<file path="config.mk">
export PLATFORM = sky130hd
export DESIGN_NAME = regfile_dump
export DESIGN_NICKNAME = d
export VERILOG_FILES = /design/src/rtl/regfile_dump.sv
export SDC_FILE = /design/constraint.sdc
export NUM_CORES = 1
export LEC_CHECK = 0
export CELL_PAD_IN_SITES_DETAIL_PLACEMENT = 1
export CELL_PAD_IN_SITES_GLOBAL_PLACEMENT = 1
export CORE_ASPECT_RATIO = 0.75
export CORE_MARGIN = 1
export CORE_UTILIZATION = 41
export CTS_CLUSTER_SIZE = 24
export DETAILED_ROUTE_END_ITERATION = 8
export PLACE_DENSITY_LB_ADDON = 0.12
export SYNTH_ARGS = -nofsm -noshare
export SYNTH_HDL_FRONTEND = slang
export SYNTH_SLANG_ARGS = --single-unit
</file>
<file path="constraint.sdc">
create_clock -name clk -period 4.1 [get_ports clk]
set_clock_uncertainty 0.15 [all_clocks]
set_input_delay 0.41 -clock clk [delete_from_list [all_inputs] [get_ports clk]]
set_output_delay 0.41 -clock clk [all_outputs]
set_load 0.01 [all_outputs]
</file>
<file path="src/rtl/regfile_dump.sv">
// regfile_dump: streams a 0xA5 header, then an index byte and N/8 data bytes (MSB first)
// for each register from first_reg up to last_reg, wrapping modulo 2^M.
module regfile_dump #(
  parameter int M = 5,
  parameter int N = 32
) (
  input  logic         clk,
  input  logic         reset_n,
  input  logic         start,
  input  logic         abort,
  input  logic [M-1:0] first_reg,
  input  logic [M-1:0] last_reg,
  output logic [M-1:0] rd_addr,
  input  logic [N-1:0] rd_data,
  output logic [7:0]   out_data,
  output logic         out_valid,
  input  logic         out_ready,
  output logic         busy,
  output logic         done
);
  localparam int NB = N / 8;
  localparam int BW = $clog2(NB + 1);
  typedef enum logic [2:0] {IDLE, HEADER, ADDR, CAPTURE, SEND, NEXT, FINISH} state_t;
  state_t state, state_nx;
  logic [M-1:0] idx, last_q;
  logic [N-1:0] snap, snap_sh;
  logic [BW-1:0] bcnt;
  logic xfer, last_byte;
  assign xfer = out_valid & out_ready;
  assign last_byte = bcnt == BW'(NB);
  // byte k (k >= 1) of the snapshot is moved to the top so it can be sliced off
  assign snap_sh = snap << {bcnt - BW'(1), 3'b000};
  assign out_valid = state == HEADER || state == SEND;
  assign out_data = state == HEADER ? 8'hA5 :
                    state != SEND ? 8'h00 :
                    bcnt == '0 ? 8'(idx) : snap_sh[N-1 -: 8];
  assign busy = state != IDLE;
  assign done = state == FINISH;
  assign rd_addr = idx;
  always_comb begin
    state_nx = state;
    case (state)
      IDLE:    state_nx = start ? HEADER : IDLE;
      HEADER:  state_nx = xfer ? ADDR : HEADER;
      ADDR:    state_nx = CAPTURE;
      CAPTURE: state_nx = SEND;
      SEND:    state_nx = xfer && last_byte ? NEXT : SEND;
      NEXT:    state_nx = idx == last_q ? FINISH : ADDR;
      FINISH:  state_nx = IDLE;
      default: state_nx = IDLE;
    endcase
    if (abort) state_nx = IDLE;
  end
  always_ff @(posedge clk or negedge reset_n) begin
    if (!reset_n) begin
      state  <= IDLE;
      idx    <= '0;
      last_q <= '0;
      snap   <= '0;
      bcnt   <= '0;
    end else begin
      state <= state_nx;
      if (state == IDLE && start && !abort) begin
        idx    <= first_reg;
        last_q <= last_reg;
      end
      if (state == CAPTURE) begin
        snap <= rd_data;
        bcnt <= '0;
      end
      if (state == SEND && xfer && !abort) bcnt <= bcnt + BW'(1);
      if (state == NEXT && !abort && idx != last_q) idx <= idx + M'(1);
    end
  end
endmodule

</file>
==> impl_metrics.prom, run 1 <==
# TYPE chip_impl_metric gauge
chip_impl_metric{name="worst_slack",unit="ns"} 0.778
chip_impl_metric{name="min_period",unit="ns"} 3.32
chip_impl_info{name="start_kind",value="flop"} 1
chip_impl_metric{name="power_leakage",unit="nW"} 1.37
chip_impl_metric{name="cts_repair_resize_count",unit=""} 0
chip_impl_metric{name="drcViolationCount",unit=""} 0
chip_impl_metric{name="worst-slew-pin-transition",unit="ns"} 0.678
chip_impl_metric{name="synth_enable_flop_cells",unit=""} 0
chip_impl_metric{name="syn_nets",unit=""} 261
chip_impl_metric{name="maximum_number_of_pins_on_one_net_before_global_route_repair",unit=""} 49
chip_impl_metric{name="die_height",unit="um"} 69.4
chip_impl_metric{name="grt_pass1_wl",unit="um"} 9820
chip_impl_metric{name="wirelength",unit="um"} 5570
chip_impl_metric{name="yosysWarnings",unit=""} 0
chip_impl_info{name="clockRootBuffer",value="sky130_fd_sc_hd__clkbuf_8"} 1
chip_impl_metric{name="first_global_vias",unit=""} 1963
chip_impl_metric{name="io_buffers",unit=""} 62
chip_impl_metric{name="synthesis.area",unit="sq mm"} 0.00249
chip_impl_info{name="status",value="finished clean"} 1
chip_impl_metric{name="cts-root-to-sink-buffers",unit=""} 2
chip_impl_info{name="critical_path_class",value="reg -> out"} 1
chip_impl_metric{name="groute.usage.overall",unit="%"} 19.7
chip_impl_metric{name="num_io_pins",unit=""} 63
chip_impl_metric{name="area_growth_syn_to_layout",unit="%"} 32.0
chip_impl_metric{name="cts_hold_buffers",unit=""} 0
chip_impl_metric{name="routed-via-count",unit=""} 1801
chip_impl_metric{name="cts.sinks",unit=""} 48
chip_impl_metric{name="post_synth_inst_count",unit=""} 210
chip_impl_metric{name="drtIter0Drc",unit=""} 84
chip_impl_info{name="commonest_cells_after_routing_fill_and_taps_aside",value="sky130_fd_sc_hd__clkdlybuf4s50_1 (61), sky130_fd_sc_hd__dfrtp_1 (48), sky130_fd_sc_hd__mux2_2 (32)"} 1
chip_impl_metric{name="power_density_normalized_to_cell_area",unit="mW/mm^2"} 477
chip_impl_metric{name="final-setup-viol-count",unit=""} 0
chip_impl_metric{name="drive_gt1_share",unit="%"} 22.8
chip_impl_metric{name="yosysSeqAreaShare",unit="%"} 48.3
chip_impl_metric{name="drt-pass1-iter-count",unit=""} 4
chip_impl_metric{name="cp_data_required_time",unit="ns"} 3.54
chip_impl_metric{name="final-hold-violation-count",unit=""} 0
chip_impl_metric{name="critical_path_arrival",unit="ns"} 2.76
chip_impl_metric{name="totalNegativeSetupSlack",unit="ns"} 0
chip_impl_metric{name="num-fill-cells",unit=""} 626
chip_impl_info{name="rsz0062_at_grt",value="no"} 1
chip_impl_metric{name="final_max_slew_viol_count",unit=""} 0
chip_impl_metric{name="grt_antenna_before_repair",unit=""} 0
chip_impl_metric{name="gp_congestion",unit=""} 0.761
chip_impl_metric{name="post_syn_area_per_cell",unit="sq um"} 11.8
chip_impl_metric{name="cts_inserted_buffers",unit=""} 5
chip_impl_info{name="synthFlopType",value="sky130_fd_sc_hd__dfrtp_1"} 1
chip_impl_metric{name="postSynthRegisterBits",unit=""} 48
chip_impl_metric{name="synth.distinct_cells",unit=""} 39
chip_impl_metric{name="globalRouteOverflowTotal",unit=""} 0
chip_impl_metric{name="nets",unit=""} 322
chip_impl_metric{name="place_hpwl",unit="um"} 4040
chip_impl_metric{name="max_cap_viol_count",unit=""} 0
chip_impl_metric{name="crit_fanout",unit=""} 8
chip_impl_metric{name="layout_worst_path_cycle_share",unit="%"} 81.0
chip_impl_metric{name="routed_via_density",unit=""} 5.15
chip_impl_metric{name="die-area",unit="sq mm"} 0.00638
chip_impl_metric{name="worst_setup_hold_path_clk_slew",unit="ns"} 0.08
chip_impl_metric{name="chipWidth",unit="um"} 91.9
chip_impl_metric{name="cts.htree.levels",unit=""} 2
chip_impl_metric{name="placement.setup.worst_slack",unit="ns"} 1.08
chip_impl_metric{name="ir_drop",unit="mV"} 0.198
chip_impl_metric{name="route.detailed.wl_per_inst",unit="um"} 15.9
chip_impl_info{name="holdCritPathClass",value="in -> async"} 1
chip_impl_metric{name="fmax",unit="MHz"} 301
chip_impl_info{name="layout_commonest_cell",value="sky130_fd_sc_hd__clkdlybuf4s50_1"} 1
chip_impl_metric{name="clock_latency_reported_for_the_late_side_of_the_worst_skew_pair",unit="ns"} 0.29
chip_impl_metric{name="slew-limit-headroom",unit="%"} 54.5
chip_impl_metric{name="start_util",unit="%"} 42.7
chip_impl_metric{name="antenna_fix_cells",unit=""} 0
chip_impl_metric{name="fp.coreArea",unit="sq mm"} 0.00583
chip_impl_info{name="setup.worst_path.end_class",value="primary output"} 1
chip_impl_info{name="cts_tree",value="done"} 1
chip_impl_metric{name="post-cts-setup-buffers",unit=""} 0
chip_impl_metric{name="postSynth.asyncResetShare",unit="%"} 100
chip_impl_metric{name="floorplan.rows",unit=""} 24
chip_impl_metric{name="drt.antenna.violating_nets",unit=""} 0
==> state kept, by name, summed over array words and instances, names as in the netlist <==
| register | count |
|---|---|
| last_q | 5 |
| snap | 32 |
| rd_addr | 5 |
| state | 3 |
| bcnt | 3 |
==> cell usage after synthesis (all sizes together) (3+ instances only) <==
| cell | n | area (sq um) |
|---|---|---|
| dfrtp | 48 | 1200 |
| mux2 | 33 | 375 |
| nand2 | 27 | 109 |
| inv | 11 | 43.8 |
| nor2 | 11 | 57.6 |
| o21ai | 11 | 55.1 |
| buf | 9 | 63.8 |
| mux4 | 8 | 180 |
| a21oi | 7 | 35.0 |
| nand3 | 6 | 30.0 |
| xnor2 | 5 | 43.8 |
| ha | 4 | 50.1 |
| nor3b | 4 | 41.3 |
| clkbuf | 3 | 11.3 |
| nor3 | 3 | 15.0 |
==> layer usage <==
metal	vias to the layer above	part of all wire [%]	track usage (%)
met5	-	0	0
met4	0	0.47	3.65
met3	2	3.8	4.06
met2	36	47	31.5
met1	905	49	28.1
li1	858	-	-
==> kinds of logic (layout without fill, tap and decap cells) <==
family,count (synthesis),in the layout,share of synthesized area (%)
xor+xnor,5,5,1.76
fa+ha+maj,4,4,2.01
buf+inv,23,85,4.78
simple gates,60,60,12.8
mux,42,42,22.7
compound gates,28,28,7.55
flops,48,48,48.3
==> through the flow <==
stage	instance area, sq um	utilization, %	power, W	cells	hold slack [ns]
finish	3280	56.3	0.00156	350	0.0595
global route	3280	56.3	0.00167	350	0.119
CTS	3280	56.3	0.00159	350	0.0827
detailed placement	3150	54.1	0.00122	342	0.335
global placement	3150	54.1	0.00119	342	0.331
floorplan	2490	-	0.00104	210	-0.0356
==> report_power, final <==
group	switching (W)	internal, W
Clock	0.000148	0.000215
Combinational	0.000170	0.000297
Sequential	0.000104	0.000630
==> critical path: stages, from the launching register on <==
cell and delay (ns):
sky130_fd_sc_hd__dfrtp_1 0.39, sky130_fd_sc_hd__inv_1 0.07, sky130_fd_sc_hd__ha_1 0.19, sky130_fd_sc_hd__nor3_1 0.17
sky130_fd_sc_hd__a21oi_1 0.06, sky130_fd_sc_hd__or4b_2 0.77, sky130_fd_sc_hd__o21ai_0 0.25, sky130_fd_sc_hd__clkdlybuf4s50_1 0.58
==> final timing paths <==
check	start	end	slack (ns)	depth (start not counted)
worst min register to register	last_q[4]	last_q[4]	0.35	2
min in group clk	last_q[4]	last_q[4]	0.35	2
max in group asynchronous	reset_n	bcnt[0]	3.31	2
worst max-delay path	bcnt[1]	out_data[3]	0.78	7
worst max register to register	rd_addr[0]	rd_addr[4]	1.92	5
worst min-delay path	reset_n	last_q[3]	0.06	2
==> area by class of cell <==
type                    instances  area (sq um)  share of cell area [%]
well taps                      78          97.6                    2.97
multi-input cells             139          1170                    35.5
repair buffers                 66           646                    19.7
clock inverters                 1          30.0                   0.915
inverters                      11          43.8                    1.33
clock buffers                   7          96.3                    2.94
flip-flops and latches         48          1200                    36.6
(Power assumes the default switching activity.)
==> run 2: changes to the inputs <==
--- a/config.mk
+++ b/config.mk
@@ -9,7 +9,7 @@
 export CELL_PAD_IN_SITES_GLOBAL_PLACEMENT = 1
 export CORE_ASPECT_RATIO = 0.75
 export CORE_MARGIN = 1
-export CORE_UTILIZATION = 41
+export CORE_UTILIZATION = 38
 export CTS_CLUSTER_SIZE = 24
 export DETAILED_ROUTE_END_ITERATION = 8
 export PLACE_DENSITY_LB_ADDON = 0.12
==> constraint.sdc (replaced) <==
create_clock -name clk -period 3.2 [get_ports clk]
set_clock_uncertainty 0.15 [all_clocks]
set_input_delay 0.32 -clock clk [delete_from_list [all_inputs] [get_ports clk]]
set_output_delay 0.32 -clock clk [all_outputs]
set_load 0.01 [all_outputs]
==> impl_metrics.prom, run 2 (synthesized netlist as in run 1, its figures left out) <==
# TYPE chip_impl_metric gauge
chip_impl_info{name="critical_path_class",value="reg -> out"} 1
chip_impl_metric{name="maximum_number_of_pins_on_one_net_before_global_route_repair",unit=""} 28
chip_impl_metric{name="cts.htree.levels",unit=""} 2
chip_impl_metric{name="totalNegativeSetupSlack",unit="ns"} 0
chip_impl_metric{name="area_growth_syn_to_layout",unit="%"} 33.1
chip_impl_info{name="cts_tree",value="done"} 1
chip_impl_metric{name="antenna_fix_cells",unit=""} 0
chip_impl_metric{name="worst_setup_hold_path_clk_slew",unit="ns"} 0.09
chip_impl_metric{name="cp_data_required_time",unit="ns"} 2.73
chip_impl_metric{name="slew-limit-headroom",unit="%"} 63.1
chip_impl_metric{name="clock_latency_reported_for_the_late_side_of_the_worst_skew_pair",unit="ns"} 0.30
chip_impl_metric{name="layout_worst_path_cycle_share",unit="%"} 94.2
chip_impl_metric{name="flip_flop_count_of_the_largest_register_after_layout",unit=""} 32
chip_impl_metric{name="gp_congestion",unit=""} 0.720
chip_impl_metric{name="crit_fanout",unit=""} 8
chip_impl_metric{name="nets",unit=""} 327
chip_impl_metric{name="final-hold-violation-count",unit=""} 0
chip_impl_metric{name="grt_pass1_wl",unit="um"} 9580
chip_impl_metric{name="fmax",unit="MHz"} 332
chip_impl_metric{name="cts_inserted_buffers",unit=""} 5
chip_impl_info{name="clockRootBuffer",value="sky130_fd_sc_hd__clkbuf_8"} 1
chip_impl_metric{name="die-area",unit="sq mm"} 0.00687
chip_impl_metric{name="finish.instance_area",unit="sq mm"} 0.00331
chip_impl_metric{name="critical_path_arrival",unit="ns"} 2.54
chip_impl_metric{name="drt.antenna.violating_nets",unit=""} 0
chip_impl_metric{name="floorplan.rows",unit=""} 25
chip_impl_metric{name="ir_drop",unit="mV"} 0.278
chip_impl_info{name="max_stage_delay_cell_worst_path",value="sky130_fd_sc_hd__or4b_4"} 1
chip_impl_metric{name="sequentialPowerShare",unit="%"} 47.3
chip_impl_metric{name="worst-slew-pin-transition",unit="ns"} 0.553
chip_impl_metric{name="first_global_vias",unit=""} 1934
chip_impl_metric{name="cts.sinks",unit=""} 48
chip_impl_metric{name="max_cap_viol_count",unit=""} 0
chip_impl_info{name="largest_register_by_flop_count",value="snap"} 1
chip_impl_info{name="cp_cell_sequence",value="inv_1 > ha_1 > nor3_1 > a21oi_1 > or4b_4 > o21ai_0 > clkdlybuf4s50_1"} 1
chip_impl_metric{name="drt-pass1-iter-count",unit=""} 4
chip_impl_metric{name="io_buffers",unit=""} 62
chip_impl_metric{name="place_hpwl",unit="um"} 4260
chip_impl_metric{name="routed_via_density",unit=""} 5.03
chip_impl_metric{name="drcViolationCount",unit=""} 0
chip_impl_metric{name="num_io_pins",unit=""} 63
chip_impl_metric{name="globalRouteOverflowTotal",unit=""} 0
chip_impl_metric{name="die_height",unit="um"} 72.1
chip_impl_metric{name="hold_slack",unit="ns"} 0.357
chip_impl_info{name="start_kind",value="flop"} 1
chip_impl_metric{name="fp.coreArea",unit="sq mm"} 0.00632
chip_impl_metric{name="cellInternalPower",unit="W"} 0.00142
chip_impl_info{name="layout_commonest_cell",value="sky130_fd_sc_hd__clkdlybuf4s50_1"} 1
chip_impl_info{name="rsz0062_at_grt",value="no"} 1
chip_impl_metric{name="cts-root-to-sink-buffers",unit=""} 2
chip_impl_metric{name="route.detailed.wl_per_inst",unit="um"} 16.1
chip_impl_metric{name="final-setup-viol-count",unit=""} 0
chip_impl_metric{name="drtIter0Drc",unit=""} 54
chip_impl_metric{name="switching_share",unit="%"} 28.3
chip_impl_metric{name="wirelength",unit="um"} 5760
chip_impl_info{name="status",value="finished clean"} 1
chip_impl_info{name="setup.worst_path.end_class",value="primary output"} 1
chip_impl_metric{name="routed-via-count",unit=""} 1802
chip_impl_info{name="holdCritPathClass",value="reg -> reg"} 1
chip_impl_info{name="commonest_cells_after_routing_fill_and_taps_aside",value="sky130_fd_sc_hd__clkdlybuf4s50_1 (61), sky130_fd_sc_hd__dfrtp_1 (48), sky130_fd_sc_hd__mux2_2 (32)"} 1
chip_impl_metric{name="drive_gt1_share",unit="%"} 23.5
chip_impl_metric{name="cp_slowest_stage_delay",unit="ns"} 0.57
chip_impl_metric{name="groute.usage.overall",unit="%"} 18.7
chip_impl_metric{name="power_leakage",unit="nW"} 1.39
chip_impl_metric{name="start_util",unit="%"} 39.3
chip_impl_metric{name="final_max_slew_viol_count",unit=""} 0
chip_impl_metric{name="placed_cell_area",unit="sq mm"} 0.00319
chip_impl_metric{name="post-cts-setup-buffers",unit=""} 0
chip_impl_metric{name="min_period",unit="ns"} 3.01
chip_impl_metric{name="clockPowerShare",unit="%"} 22.0
chip_impl_metric{name="grt_antenna_before_repair",unit=""} 0
chip_impl_metric{name="net-switching-power",unit="W"} 0.000560
chip_impl_metric{name="comb_power_share",unit="%"} 30.7
chip_impl_metric{name="chipWidth",unit="um"} 95.4
chip_impl_metric{name="power_density_normalized_to_cell_area",unit="mW/mm^2"} 599
==> run 2: cell count changes in the layout (fill, tap and decap cells not counted), sizes merged <==
| cell | previous run | this run |
|---|---|---|
| clkinv | 0 | 1 |
| clkbuf | 7 | 6 |
| buf | 5 | 9 |
| dlygate4sd3 | 0 | 1 |
==> run 2: what timing repair did <==
item | 4_1_cts | 5_1_grt
setup endpoints to repair | 5 | 0
resized for setup | 2 | 0
hold buffers | 1 | 0
hold endpoints to repair | 21 | 0
==> run 2: final timing paths <==
path / start / slack, ns / to / cells past startpoint
setup / recovery: bcnt[1] / 0.19 / out_data[2] / 7
hold / removal: last_q[4] / 0.36 / last_q[4] / 2
setup reg to reg: state[2] / 1.04 / rd_addr[4] / 6
hold reg to reg: last_q[4] / 0.36 / last_q[4] / 2
max in group asynchronous: reset_n / 1.75 / snap[17] / 3
min in group asynchronous: reset_n / 0.38 / state[1] / 2
==> run 2: per-stage QoR <==
stage | setup WS (ns) | utilization (%) | std cells | total power, W
2_1_floorplan | 0.546 | - | 210 | 0.00133
3_3_place_gp | 0.281 | 50.5 | 349 | 0.00154
3_5_place_dp | 0.225 | 50.5 | 349 | 0.00157
4_1_cts | 0.150 | 52.4 | 358 | 0.00201
5_1_grt | 0.0757 | 52.4 | 358 | 0.00211
6_report | 0.187 | 52.4 | 358 | 0.00198
==> run 2: layer usage <==
layer	routed length [um]	share of wire, %	vias up	global-route usage [%]
li1	-	-	865	-
met1	2850	49	896	25.9
met2	2640	46	37	29.5
met3	221	3.8	4	4.09
met4	55	0.95	0	5.47
met5	0	0	-	0
==> run 2: power by group through the flow <==
| stage | Combinational (W) | Sequential [W] | Clock, W |
|---|---|---|---|
| 2_1_floorplan | 0.000424 | 0.000907 | 0 |
| 3_3_place_gp | 0.000603 | 0.000940 | 0 |
| 3_5_place_dp | 0.000616 | 0.000950 | 0 |
| 4_1_cts | 0.000621 | 0.000940 | 0.000449 |
| 5_1_grt | 0.000671 | 0.000968 | 0.000473 |
| 6_report | 0.000609 | 0.000938 | 0.000436 |
==> run 2: final cells by class <==
| cell class | count | area (sq um) |
|---|---|---|
| Timing Repair Buffer | 71 | 686 |
| Inverter | 11 | 43.8 |
| Clock buffer | 6 | 72.6 |
| Sequential cell | 48 | 1200 |
| Fill cell | 684 | 3010 |
| Multi-Input combinational cell | 139 | 1170 |
| Clock inverter | 2 | 35.0 |
| Tap cell | 81 | 101 |
==> run 2: critical path: cells and delay by family (launching register included) <==
kind	cells	cell delay [ns]
adder cells (fa/ha/maj)	1	0.19
AND/OR/NAND/NOR	2	0.74
flip-flops	1	0.38
buffers and inverters	2	0.64
AO/OA/AOI/OAI	2	0.28
